==> src/rtl/inert_serf_pkg.sv <==
// Shared types and register map for the inertial-sensor SPI serf.
package inert_serf_pkg;

  typedef enum logic {
    IDLE  = 1'b0,
    SHIFT = 1'b1
  } state_t;

  localparam int FRAME_BITS = 16;
  localparam int CMD_BITS   = 8;

  localparam logic [7:0] INT_EN_VAL = 8'h02;

  localparam logic [6:0] ADDR_INT_CFG = 7'h0D;
  localparam logic [6:0] ADDR_WHOAMI  = 7'h0F;
  localparam logic [6:0] ADDR_CFG_10  = 7'h10;
  localparam logic [6:0] ADDR_CFG_11  = 7'h11;
  localparam logic [6:0] ADDR_CFG_14  = 7'h14;
  localparam logic [6:0] ADDR_PTCH_L  = 7'h22;
  localparam logic [6:0] ADDR_PTCH_H  = 7'h23;
  localparam logic [6:0] ADDR_ROLL_L  = 7'h24;
  localparam logic [6:0] ADDR_ROLL_H  = 7'h25;
  localparam logic [6:0] ADDR_YAW_L   = 7'h26;
  localparam logic [6:0] ADDR_YAW_H   = 7'h27;
  localparam logic [6:0] ADDR_AX_L    = 7'h28;
  localparam logic [6:0] ADDR_AX_H    = 7'h29;
  localparam logic [6:0] ADDR_AY_L    = 7'h2A;
  localparam logic [6:0] ADDR_AY_H    = 7'h2B;

endpackage

==> src/rtl/spi_serf_shft.sv <==
// SPI serf framing: input synchronizers, SCLK/SS_n edge detect, rx/tx shifters.
//
// state | meaning
// ------+----------------------------------------------------------
// IDLE  | SS_n high (synced); waiting for select to fall
// SHIFT | frame in progress; shifting on SCLK edges until SS_n rises
module spi_serf_shft
  import inert_serf_pkg::*;
(
  input  logic        clk,
  input  logic        rst_n,
  input  logic        ss_n,
  input  logic        sclk,
  input  logic        mosi,
  input  logic [7:0]  rd_byte,
  output logic        miso,
  output logic        busy,
  output logic        cmd_rdy,
  output logic        frm_done,
  output logic [15:0] rx_word
);

  logic [2:0]  ss_sync;
  logic [2:0]  sclk_sync;
  logic [1:0]  mosi_sync;
  logic        ss_fall, ss_rise, sclk_rise, sclk_fall, mosi_s;
  state_t      state, state_nxt;
  logic        frm_start, frm_end;
  logic [15:0] rx_shft, tx_shft;
  logic [4:0]  bit_cnt;

  // Double-flop the async SPI pins; a third SS_n/SCLK flop gives edge detection.
  always_ff @(posedge clk or negedge rst_n) begin
    if (!rst_n) begin
      ss_sync   <= 3'b111;
      sclk_sync <= 3'b111;
      mosi_sync <= 2'b00;
    end else begin
      ss_sync   <= {ss_sync[1:0], ss_n};
      sclk_sync <= {sclk_sync[1:0], sclk};
      mosi_sync <= {mosi_sync[0], mosi};
    end
  end

  assign ss_fall   = ss_sync[2] & ~ss_sync[1];
  assign ss_rise   = ~ss_sync[2] & ss_sync[1];
  assign sclk_rise = ~sclk_sync[2] & sclk_sync[1];
  assign sclk_fall = sclk_sync[2] & ~sclk_sync[1];
  assign mosi_s    = mosi_sync[1];

  // State register.
  always_ff @(posedge clk or negedge rst_n) begin
    if (!rst_n) state <= IDLE;
    else        state <= state_nxt;
  end

  // Next-state and frame start/end strobes.
  always_comb begin
    state_nxt = state;
    frm_start = 1'b0;
    frm_end   = 1'b0;
    case (state)
      IDLE: begin
        if (ss_fall) begin
          state_nxt = SHIFT;
          frm_start = 1'b1;
        end
      end
      SHIFT: begin
        if (ss_rise) begin
          state_nxt = IDLE;
          frm_end   = 1'b1;
        end
      end
      default: state_nxt = IDLE;
    endcase
  end

  // Shifters and bit counter. The read byte is loaded one clk after the 8th rise,
  // once the address byte is stable in rx_shft; the next SCLK fall presents bit 7.
  // frm_done is registered so the commit lands on the first IDLE clk.
  always_ff @(posedge clk or negedge rst_n) begin
    if (!rst_n) begin
      rx_shft  <= '0;
      tx_shft  <= '0;
      bit_cnt  <= '0;
      miso     <= 1'b0;
      cmd_rdy  <= 1'b0;
      frm_done <= 1'b0;
    end else begin
      miso     <= tx_shft[15];
      cmd_rdy  <= 1'b0;
      frm_done <= frm_end && (bit_cnt == 5'(FRAME_BITS));
      if (frm_start) begin
        rx_shft <= '0;
        tx_shft <= '0;
        bit_cnt <= '0;
      end else if (state == SHIFT && !frm_end) begin
        if (sclk_rise) begin
          rx_shft <= {rx_shft[14:0], mosi_s};
          if (bit_cnt != 5'h1F) bit_cnt <= bit_cnt + 5'd1;
          cmd_rdy <= (bit_cnt == 5'(CMD_BITS - 1));
        end
        if (sclk_fall) tx_shft <= {tx_shft[14:0], 1'b0};
        if (cmd_rdy) tx_shft <= rx_shft[7] ? {1'b0, rd_byte, 7'b0} : 16'h0000;
      end
    end
  end

  assign busy    = (state == SHIFT);
  assign rx_word = rx_shft;

endmodule

==> src/rtl/inert_sensor_serf.sv <==
// Inertial-sensor SPI serf: register map, sample capture with mid-frame deferral, INT.
module inert_sensor_serf
  import inert_serf_pkg::*;
#(
  parameter logic [7:0] WHOAMI = 8'h6A
) (
  input  logic        clk,
  input  logic        rst_n,
  input  logic        SS_n,
  input  logic        SCLK,
  input  logic        MOSI,
  output logic        MISO,
  output logic        INT,
  input  logic        smpl_vld,
  input  logic [15:0] ptch_rt_in,
  input  logic [15:0] roll_rt_in,
  input  logic [15:0] yaw_rt_in,
  input  logic [15:0] ax_in,
  input  logic [15:0] ay_in,
  output logic        int_en
);

  logic        busy, cmd_rdy, frm_done;
  logic [15:0] rx_word;
  logic [7:0]  rd_byte, rd_mux;
  logic [7:0]  int_cfg, cfg_10, cfg_11, cfg_14;
  logic [15:0] ptch, roll, yaw, ax, ay;
  logic        pend;
  logic [79:0] pend_buf;
  logic [6:0]  cmt_addr;
  logic [7:0]  cmt_data;
  logic        wr_cmt, rd_cmt;
  logic        apply_new, apply_pend, int_set, int_rd_clr, int_wr_clr;

  spi_serf_shft u_shft (
    .clk      (clk),
    .rst_n    (rst_n),
    .ss_n     (SS_n),
    .sclk     (SCLK),
    .mosi     (MOSI),
    .rd_byte  (rd_byte),
    .miso     (MISO),
    .busy     (busy),
    .cmd_rdy  (cmd_rdy),
    .frm_done (frm_done),
    .rx_word  (rx_word)
  );

  assign cmt_addr = rx_word[14:8];
  assign cmt_data = rx_word[7:0];
  assign wr_cmt   = frm_done & ~rx_word[15];
  assign rd_cmt   = frm_done & rx_word[15];
  assign int_en   = (int_cfg == INT_EN_VAL);

  // A fresh strobe outranks a deferred one (newest sample wins).
  assign apply_new  = smpl_vld & int_en & ~busy;
  assign apply_pend = pend & int_en & ~busy & ~smpl_vld;
  assign int_set    = apply_new | apply_pend;
  assign int_rd_clr = rd_cmt & (cmt_addr == ADDR_YAW_H);
  assign int_wr_clr = wr_cmt & (cmt_addr == ADDR_INT_CFG) & (cmt_data != INT_EN_VAL);

  // Writable config registers, updated on commit of a complete write frame.
  always_ff @(posedge clk or negedge rst_n) begin
    if (!rst_n) begin
      int_cfg <= '0;
      cfg_10  <= '0;
      cfg_11  <= '0;
      cfg_14  <= '0;
    end else if (wr_cmt) begin
      case (cmt_addr)
        ADDR_INT_CFG: int_cfg <= cmt_data;
        ADDR_CFG_10:  cfg_10  <= cmt_data;
        ADDR_CFG_11:  cfg_11  <= cmt_data;
        ADDR_CFG_14:  cfg_14  <= cmt_data;
        default: ;
      endcase
    end
  end

  // Holding buffer for samples that arrive while a frame is being shifted.
  always_ff @(posedge clk or negedge rst_n) begin
    if (!rst_n) begin
      pend     <= 1'b0;
      pend_buf <= '0;
    end else if (busy) begin
      if (smpl_vld && int_en) begin
        pend     <= 1'b1;
        pend_buf <= {ptch_rt_in, roll_rt_in, yaw_rt_in, ax_in, ay_in};
      end
    end else begin
      pend <= 1'b0;
    end
  end

  // Latched data copy read by the monarch; only updated outside a frame.
  always_ff @(posedge clk or negedge rst_n) begin
    if (!rst_n) begin
      {ptch, roll, yaw, ax, ay} <= '0;
    end else if (apply_new) begin
      {ptch, roll, yaw, ax, ay} <= {ptch_rt_in, roll_rt_in, yaw_rt_in, ax_in, ay_in};
    end else if (apply_pend) begin
      {ptch, roll, yaw, ax, ay} <= pend_buf;
    end
  end

  // INT: disabling via INT_CFG always clears; otherwise a new sample beats a yaw-H read clear.
  always_ff @(posedge clk or negedge rst_n) begin
    if (!rst_n)          INT <= 1'b0;
    else if (int_wr_clr) INT <= 1'b0;
    else if (int_set)    INT <= 1'b1;
    else if (int_rd_clr) INT <= 1'b0;
  end

  // Read mux addressed by the command byte held in the low half of rx_word at cmd_rdy.
  always_comb begin
    rd_mux = 8'h00;
    case (rx_word[6:0])
      ADDR_INT_CFG: rd_mux = int_cfg;
      ADDR_WHOAMI:  rd_mux = WHOAMI;
      ADDR_CFG_10:  rd_mux = cfg_10;
      ADDR_CFG_11:  rd_mux = cfg_11;
      ADDR_CFG_14:  rd_mux = cfg_14;
      ADDR_PTCH_L:  rd_mux = ptch[7:0];
      ADDR_PTCH_H:  rd_mux = ptch[15:8];
      ADDR_ROLL_L:  rd_mux = roll[7:0];
      ADDR_ROLL_H:  rd_mux = roll[15:8];
      ADDR_YAW_L:   rd_mux = yaw[7:0];
      ADDR_YAW_H:   rd_mux = yaw[15:8];
      ADDR_AX_L:    rd_mux = ax[7:0];
      ADDR_AX_H:    rd_mux = ax[15:8];
      ADDR_AY_L:    rd_mux = ay[7:0];
      ADDR_AY_H:    rd_mux = ay[15:8];
      default:      rd_mux = 8'h00;
    endcase
  end

  assign rd_byte = cmd_rdy ? rd_mux : 8'h00;

endmodule
==> config.mk <==
export PLATFORM = sky130hd
export DESIGN_NAME = inert_sensor_serf
export DESIGN_NICKNAME = d
export VERILOG_FILES = /design/src/rtl/inert_serf_pkg.sv /design/src/rtl/spi_serf_shft.sv /design/src/rtl/inert_sensor_serf.sv
export SDC_FILE = /design/constraint.sdc
export NUM_CORES = 1
export LEC_CHECK = 0
export BUFFER_PORTS_ARGS = -buffer_cell sky130_fd_sc_hd__buf_2
export CAP_MARGIN = 20
export CORE_UTILIZATION = 28
export DETAILED_ROUTE_END_ITERATION = 8
export GPL_TIMING_DRIVEN = 0
export PLACE_DENSITY_LB_ADDON = 0.3
export SKIP_LAST_GASP = 1
export SLEW_MARGIN = 40
export SYNTH_ARGS = -nofsm -noshare
export SYNTH_HDL_FRONTEND = slang
export SYNTH_SLANG_ARGS = --single-unit
==> constraint.sdc <==
create_clock -name clk -period 2.4 [get_ports clk]
set_input_delay 0.36 -clock clk [delete_from_list [all_inputs] [get_ports clk]]
set_output_delay 0.36 -clock clk [all_outputs]
set_load 0.005 [all_outputs]
* Word level (Yosys, flattened, before mapping)
Index checks and enable logic that the tools add are counted.
Word-level totals: flip-flop bits (word level) 243, bits of input ports 86, logic and storage cells 126
Cells by class: add/sub/neg operators 1, eq/ne operators 26, mux-type cells 37, bitwise logic cells 22, reductions and logical operators 18
Operators with widths (count):
- 16-bit two-way mux | 17
- 8-bit one-hot mux with 15 select lines | 1
- 7-bit by 6-bit == test with 1-bit output (second input constant) | 11
- 7-bit by 5-bit == test with 1-bit output (second input constant) | 6
- 7-bit by 4-bit == test with 1-bit output (second input constant) | 3
- 5-bit two-way mux | 4
- 15-bit two-way mux | 1
- 1-bit bitwise AND | 14
- 2-bit AND reduction | 7
- 1-bit two-way mux | 13
- 8-bit by 2-bit == test with 1-bit output (second input constant) | 1
- 8-bit by 2-bit inequality test with 1-bit output (second input constant) | 1
- 2-bit nonzero test | 4
- 1-bit NOT | 7
- 3-bit nonzero test | 2
- 5-bit by 1-bit adder with 5-bit output (second input constant) | 1
- 5-bit by 3-bit == test with 1-bit output (second input constant) | 1
- 5-bit == test (second input constant) | 1
- 5-bit inequality test (second input constant) | 1
- 1-bit logical AND | 3
- 3-bit AND reduction | 1
- 2-bit inequality test (second input constant) | 1
- 1-bit one-hot mux with 2 select lines | 1
- 1-bit zero test | 1
- 1-bit bitwise OR | 1

* Longest topological paths before layout
Gate-level depths: netlist (run 1).
word-level depth 8, gate-level depth with buffers 9

* Modules after synthesis
A second synthesis (run 1) with hierarchy kept.
Second synthesis, totals: cell total of the unflattened synthesis 972, area, all modules 11035.6 µm²
By module, submodules not included:
- inert_sensor_serf | times used 1, cells an instance 803, area an instance 9243.9 µm²
- spi_serf_shft | times used 1, cells an instance 169, area an instance 1791.7 µm²

* Worst setup path before layout (run 1)
OpenSTA, ideal clock, no wires.
path type reg2reg, start reg u_shft.rx_shft[4] (netlist: u_shft.rx_word[4]), end reg u_shft.tx_shft[10], setup time 68 ps, arrival 1830 ps, data required time 2332 ps, setup slack 503 ps, cell stages (with the launch flop) 7, period minus slack after synthesis 1897 ps, path through dfrtp_1 > or3_1 > nor2_1 > nand2_1 > a311o_1 > a41oi_1 > a221o_1
Between the ends: longest elaborated chain between the ends 6
Ends and longest elaborated chain:
- start, declared | RTL line spi_serf_shft.sv:29 | logic [15:0] rx_shft, tx_shft;
- start signal, assigned | RTL line spi_serf_shft.sv:100 | rx_shft <= {rx_shft[14:0], mosi_s};
- 7-bit by 6-bit == test with 1-bit output, or another cell as far along | RTL line inert_sensor_serf.sv:117 | case (rx_word[6:0])
- 8-bit one-hot mux with 15 select lines * | RTL line inert_sensor_serf.sv:117
- 15-bit two-way mux * | RTL line spi_serf_shft.sv:105 | if (cmd_rdy) tx_shft <= rx_shft[7] ? {1'b0, rd_byte, 7'b0} : 16'h0000;
- 16-bit two-way mux * | RTL line spi_serf_shft.sv:105
- 16-bit two-way mux * | RTL line spi_serf_shft.sv:98 | end else if (state == SHIFT && !frm_end) begin
- 16-bit two-way mux * | RTL line spi_serf_shft.sv:94 | if (frm_start) begin
- end signal, assigned | RTL line spi_serf_shft.sv:104 | if (sclk_fall) tx_shft <= {tx_shft[14:0], 1'b0};
- end signal, assigned | RTL line spi_serf_shft.sv:105
- end, declared | RTL line spi_serf_shft.sv:29
Every way passes the cells marked *; elsewhere a longest branch is shown, timed or not. The select of a mux whose other input is x is not followed. A chain may end at the register's enable or synchronous reset.

* Worst setup path after layout (run 1)
start reg u_shft.rx_shft[5] (netlist: u_shft.rx_word[5]), end reg u_shft.tx_shft[13]
The elaborated chain is that of the path after synthesis.

==> results.md, run 1 <==
- Outcome: finished with violations
- Violations in the final reports: setup timing
- Final Hold Viols: 0
- # IOs: 89
- Initial antenna violation count: 0
- Most used flip-flop cell after synthesis: dfrtp_1
- Met3 WL post-DR: 1280 um
- Largest net degree at the start of global routing: 72
- Row count: 70
- Post-Layout Inst Area: 0.0129 mm^2
- Clock root cell: clkbuf_16
- GRT Total Usage: 0.161
- Crit path arrival time: 2.87 ns
- Worst reg2reg path depth: 6
- Peak VDD IR: 0.544 mV
- First-pass GRT wire length: 47,900 um
- Cell Area, Placed: 0.0117 mm^2
- Area grow syn2layout: 22.5%
- CP max FO: 10
- Area contributors post-synth: dfrtp_1 55%, mux2_2 12%, o22ai_1 5.1%
- Unrepaired setup endpoints after global routing: yes
- Clk Latency, worst-skew pair: 0.58 ns
- Share of the synthesized area in the top cell type: 0.546
- DR DRC count: 0
- ANT cells: 0
- Die Height: 196 um
- Placed cell count: 1,499
- Cell count after synthesis: 940
- WL met2: 13,800 um
- Critical path cell sequence: clkbuf_1 > nand4b_1 > a2111oi_0 > a221oi_1 > o211a_1 > o21ai_0
- Reg clk slew, reported paths: 0.06 ns
- Final hold slack: 0.0249 ns
- CTS tree: yes
- CP Class: flip-flop to flip-flop
- Core area: 0.0368 mm^2
- Reg2Reg Setup Slack: -0.03 ns
- DRC violation total after the first TritonRoute iteration: 642
- Hold Path Stages: 2
- Startpoint types: flip-flop
- Lkg Pwr: 5.97 nW
- Post-Syn Area: 0.0105 mm^2
- Final Worst Setup Slack: -0.0269 ns
- Headroom to the max-slew limit: 0.443
- Clk buf depth: 3
- DR WL/cell: 19.5 um
- Number of global-route vias before repair: 7,923
- Synth top cells by count: 230 x dfrtp_1, 115 x mux2_2, 109 x nand2_1
- Final Max Tran Viols: 0
- Final HPWL DP: 21,700 um
- Worst path max stage delay: 0.67 ns
- Post-synthesis async set-or-reset flop share: 1.00
- CP Capture Type: flip-flop
- HP Class: input pin to flip-flop
- Worst Skew: 0.0617 ns
- Number of CTS-inserted buffers: 28
- Syn_nets: 1,029
- Power per cell area: 679 mW/mm^2
- Number of enable flip-flop cells after synthesis: 0
- Setup_tns: -0.0269 ns
- MaxCap Viol Count: 0
- Final Setup Violations: 1
- Fin crit share: 1.01
- Hold Path Sink: pend_buf[35]$_DFFE_PN0P_
- Die width: 196 um
- Transition time of the tightest slew-check pin: 0.836 ns
- Layout Nets: 1,167
- Reg2reg end: u_shft.tx_shft[13]$_DFFE_PN0P_
- Final min period: 2.43 ns
- Die ar.: 0.0384 mm^2
- CTS H-tree lvls: 1
- Starting Density: 0.287
- Max Used Layer: met4
- Yosys reg bits: 236
- HP Start: yaw_rt_in[3]
- Dominant cell type by area after synthesis: dfrtp_1
- Clock Sinks: 236
- Reg2reg start: u_shft.rx_word[5]$_DFFE_PN0P_
- Routability congestion estimate: 0.888
- Most common cell in the synthesized netlist: dfrtp_1
- Vias: 8,089
- Syn_area_per_cell: 11.2 um^2
- Wl on met1: 14,700 um
- Layout cells sized above 1: 0.288
- Netlist cell types: 62
- Final cell count without fillers: 1,567
- Critical Path Slowest Stage Cell: a2111oi_0
- Yosys synthesis warning count: 0
- Port Buffers: 88
- Fmax: 412 MHz
- Antenna Nets Post-Route: 0
- GRT overflow: 0
- Wirelength, routed: 30,600 um
- Drt pass-1 iters: 5
- Drt via density: 5.16
- Post-synthesis sequential area ratio: 0.561
- Critical Path RT: 2.84 ns
- Final core occ: 0.351
## critical path: cells and delay by family, from the launching register on
kind            cells  cell delay, ns
simple gates        1            0.15
buf+inv             1            0.47
compound gates      4            1.20
flops               1            0.47
## how the worst max path moves through the flow
| stage | endpoint | start | depth (start not counted) | slack, ns |
|---|---|---|---|---|
| final | u_shft.tx_shft[13]$_DFFE_PN0P_ | u_shft.rx_word[5]$_DFFE_PN0P_ | 6 | -0.03 |
| after global routing | ax[4]$_DFFE_PN0P_ | int_cfg[7]$_DFFE_PN0P_ | 8 | -0.05 |
| after CTS | yaw[7]$_DFFE_PN0P_ | int_cfg[7]$_DFFE_PN0P_ | 8 | 0.0008 |
| after detailed placement | ay[1]$_DFFE_PN0P_ | int_cfg[7]$_DFFE_PN0P_ | 8 | -0.59 |
| after global placement | pend_buf[76]$_DFFE_PN0P_ | rst_n | 1 | -3.44 |
| after floorplan | u_shft.tx_shft[10]$_DFFE_PN0P_ | u_shft.rx_word[4]$_DFFE_PN0P_ | 6 | 0.50 |
## sequential cells by signal, indices dropped and copies added, names as in the netlist, 2 cells and up
signal	cells
int_cfg	8
u_shft.tx_shft	9
roll	16
pend_buf	80
ptch	16
u_shft.mosi_sync	2
u_shft.rx_word	16
u_shft.bit_cnt	5
ax	16
u_shft.ss_sync	3
ay	16
yaw	16
u_shft.sclk_sync	3
cfg_11	8
cfg_14	8
cfg_10	8
## power by group
group          switching (W)  leakage (nW)  internal [W]  total, W
Sequential         0.0000287          3.27       0.00401   0.00404
Combinational       0.000339          2.25      0.000161  0.000499
Clock                0.00172         0.451       0.00250   0.00422
## cells by family after synthesis
group           count (synthesis)  synth area share
fa+ha+maj                       4           0.00451
simple gates                  217            0.0969
buf+inv                        78            0.0312
compound gates                256             0.150
xor+xnor                        3           0.00249
flops                         236             0.561
mux                           146             0.154
## through the flow
stage / power, W / worst slack [ns]
after floorplan: 0.00429 / 0.503
after CTS: 0.00888 / 0.000758
final: 0.00877 / -0.0269
after global routing: 0.00910 / -0.0542
after global placement: 0.00457 / -3.44
after detailed placement: 0.00458 / -0.586
## layer usage
metal / GRT usage / up-vias
met4: 0.0457 / 0
met3: 0.0210 / 54
met5: 0 / -
met2: 0.249 / 231
li1: - / 3748
met1: 0.233 / 4056
## cells in the final DEF (no fill, tap or decap), types with 3 or more instances in the layout
master           n
nand3b_1         4
nand2b_1         3
mux2i_1         22
clkbuf_16       28
a22oi_1         19
buf_2          101
clkbuf_2         8
nor2_1          38
a21oi_1         14
inv_1            5
o22ai_1         86
dfrtp_1        230
a221o_1          6
clkbuf_1        39
clkbuf_4         7
buf_16           3
buf_6            4
mux2_1           8
nor2b_1          5
nand2_1        107
dlygate4sd3_1   12
and3_1           6
nor4_1           3
a31oi_1          8
nand3_1         15
nor3_1           6
buf_4           10
a22o_1           7
a32oi_1          3
o21ai_0         79
nand4_1          3
mux2_2         115
o21ai_1         16
dfstp_2          6
nand4b_1         3
ha_1             3
clkbuf_8         4
clkinv_2         6
## timing repair
item                       in CTS  in global routing
hold buffers                   12                  0
gates resized for setup        18                 45
setup endpoints to repair     168                167
buffers inserted                3                  2
pin swaps                       2                  1
hold endpoints to repair       43                  0
## area by class of cell
class	instances	area [um^2]
buffer	72	377
clock buffer	40	786
clock inverter	11	136
fill	3687	23900
inverter	6	22.5
multi-input combinational	626	4390
sequential	236	5910
tap	468	586
timing repair buffer	108	703
Power figures use the tool's default switching activity.
==> run 2, diff against run 1 <==
- CORE_MARGIN: not set -> 1
- CTS_BUF_LIST: not set -> sky130_fd_sc_hd__clkbuf_4
- HOLD_SLACK_MARGIN: not set -> 0.1
==> results.md, run 2 (synthesis gave the netlist of run 1 again) <==
- GRT Total Usage: 0.168
- Family with the most delay on the worst path: compound AO/OA/AOI/OAI gates
- Die width: 196 um
- Worst Skew: 0.0462 ns
- Clock Sinks: 236
- Post-Layout Inst Area: 0.0137 mm^2
- Most common cell after layout, fill and taps aside: dfrtp_1
- Met3 WL post-DR: 1600 um
- Crit path arrival time: 2.94 ns
- Fillcell total: 3,687
- Final Max Tran Viols: 0
- Number of CTS-inserted buffers: 70
- Startpoint types: flip-flop
- WL met2: 14,200 um
- # IOs: 89
- Layout Nets: 1,285
- Die Height: 196 um
- Largest register FFs: 80
- Drt pass-1 iters: 5
- CTS H-tree lvls: 3
- DRC violation total after the first TritonRoute iteration: 615
- Clk Latency, worst-skew pair: 0.70 ns
- CTS tree: yes
- Lkg Pwr: 6.39 nW
- Transition time of the tightest slew-check pin: 0.826 ns
- DR WL/cell: 18.4 um
- DR DRC count: 0
- Antenna Nets Post-Route: 0
- Unrepaired setup endpoints after global routing: yes
- Critical path cell sequence: buf_2 > nor3b_4 > buf_4 > buf_4 > nand4_1 > o31ai_1 > o31ai_1 > a41oi_2 > a221o_1
- CP bufs+invs: 3
- Final hold slack: 0.285 ns
- Clk buf depth: 3
- Headroom to the max-slew limit: 0.449
- CP Capture Type: flip-flop
- Area grow syn2layout: 29.9%
- Drt via density: 5.00
- Power per cell area: 629 mW/mm^2
- Final min period: 2.39 ns
- CP max FO: 10
- Wl on met1: 14,900 um
- Final Worst Setup Slack: 0.0124 ns
- Commonest cells after routing, fill and taps aside: 230 x dfrtp_1, 115 x mux2_2, 115 x clkbuf_4
- Wirelength, routed: 31,600 um
- Starting Density: 0.287
- HP Class: input pin to flip-flop
- Initial antenna violation count: 1
- Final Hold Viols: 0
- Port Buffers: 88
- Core area: 0.0368 mm^2
- Worst path max stage delay: 0.51 ns
- Row count: 70
- Fin crit share: 0.995
- Fmax: 419 MHz
- First-pass GRT wire length: 49,800 um
- Most flops, register: pend_buf
- Critical Path Slowest Stage Cell: dfrtp_1
- Final HPWL DP: 21,700 um
- Reg clk slew, reported paths: 0.06 ns
- Vias: 8,610
- GRT overflow: 0
- Final Setup Violations: 0
- Routability congestion estimate: 0.888
- Die ar.: 0.0384 mm^2
- Max Used Layer: met4
- CP Class: flip-flop to flip-flop
- Layout cells sized above 1: 0.313
- Outcome: complete, no violations
- Critical Path RT: 2.95 ns
- Largest net degree at the start of global routing: 72
- Number of global-route vias before repair: 8,612
- Pre-CTS WS: -0.586 ns
- Cell Area, Placed: 0.0117 mm^2
- Clock root cell: clkbuf_4
- Peak VDD IR: 0.334 mV
- MaxCap Viol Count: 0
-- run 2: layer usage --
metal,global-route usage,vias up
met4,0.0587,0
met3,0.0385,56
met5,0,-
li1,-,4038
met1,0.233,4238
met2,0.255,278
-- run 2: final cells by class --
class | instances | area (um^2) | share of cell area
Timing Repair Buffer | 184 | 1470 | 0.107
Multi-Input combinational cell | 626 | 4390 | 0.321
Clock buffer | 109 | 818 | 0.0598
Clock inverter | 19 | 114 | 0.00832
Sequential cell | 236 | 5910 | 0.432
Tap cell | 468 | 586 | 0.0428
Buffer | 72 | 379 | 0.0277
Inverter | 6 | 22.5 | 0.00165
Antenna cell | 1 | 2.50 | 0.000183
-- run 2: where the power goes --
part | switching, W | internal (W)
clock | 0.00179 | 0.00218
combinational | 0.000357 | 0.000239
sequential | 0.0000288 | 0.00401
-- run 2: final timing paths --
kind | from | endpoint | slack (ns) | cells after the start
worst max-delay path | u_shft.rx_word[6]$_DFFE_PN0P_ | u_shft.tx_shft[10]$_DFFE_PN0P_ | 0.01 | 9
worst min-delay path | smpl_vld | pend$_DFFE_PN0P_ | 0.28 | 4
worst max register to register | u_shft.rx_word[6]$_DFFE_PN0P_ | u_shft.tx_shft[10]$_DFFE_PN0P_ | 0.01 | 9
worst min register to register | u_shft.mosi_sync[0]$_DFF_PN0_ | u_shft.mosi_sync[1]$_DFF_PN0_ | 0.35 | 0
max in group asynchronous | rst_n | ax[14]$_DFFE_PN0P_ | 0.70 | 5
min in group asynchronous | rst_n | u_shft.rx_word[13]$_DFFE_PN0P_ | 0.68 | 3
-- run 2: metrics by stage --
step / total power (W) / std cells / setup TNS (ns) / utilization
floorplan: 0.00429 / 940 / 0 / -
global placement: 0.00457 / 1496 / -857.32 / 0.314
detailed placement: 0.00458 / 1499 / -59.51 / 0.317
CTS: 0.00876 / 1715 / 0 / 0.368
global route: 0.00905 / 1721 / -0.0106 / 0.372
finish: 0.00861 / 1721 / 0 / 0.372
-- run 2: repair_timing --
action / 4_1_cts / 5_1_grt
pin swaps: 1 / 4
hold buffers: 86 / 0
endpoints found under the hold margin: 325 / 0
gates resized for setup: 19 / 46
setup buffers: 2 / 5
endpoints found under the setup margin: 168 / 159
-- run 2: tightest hold or removal path: cells and delay by family --
family / cells / cell delay (ns)
compound gates: 1 / 0.13
buf+inv: 2 / 0.30
simple gates: 1 / 0.14
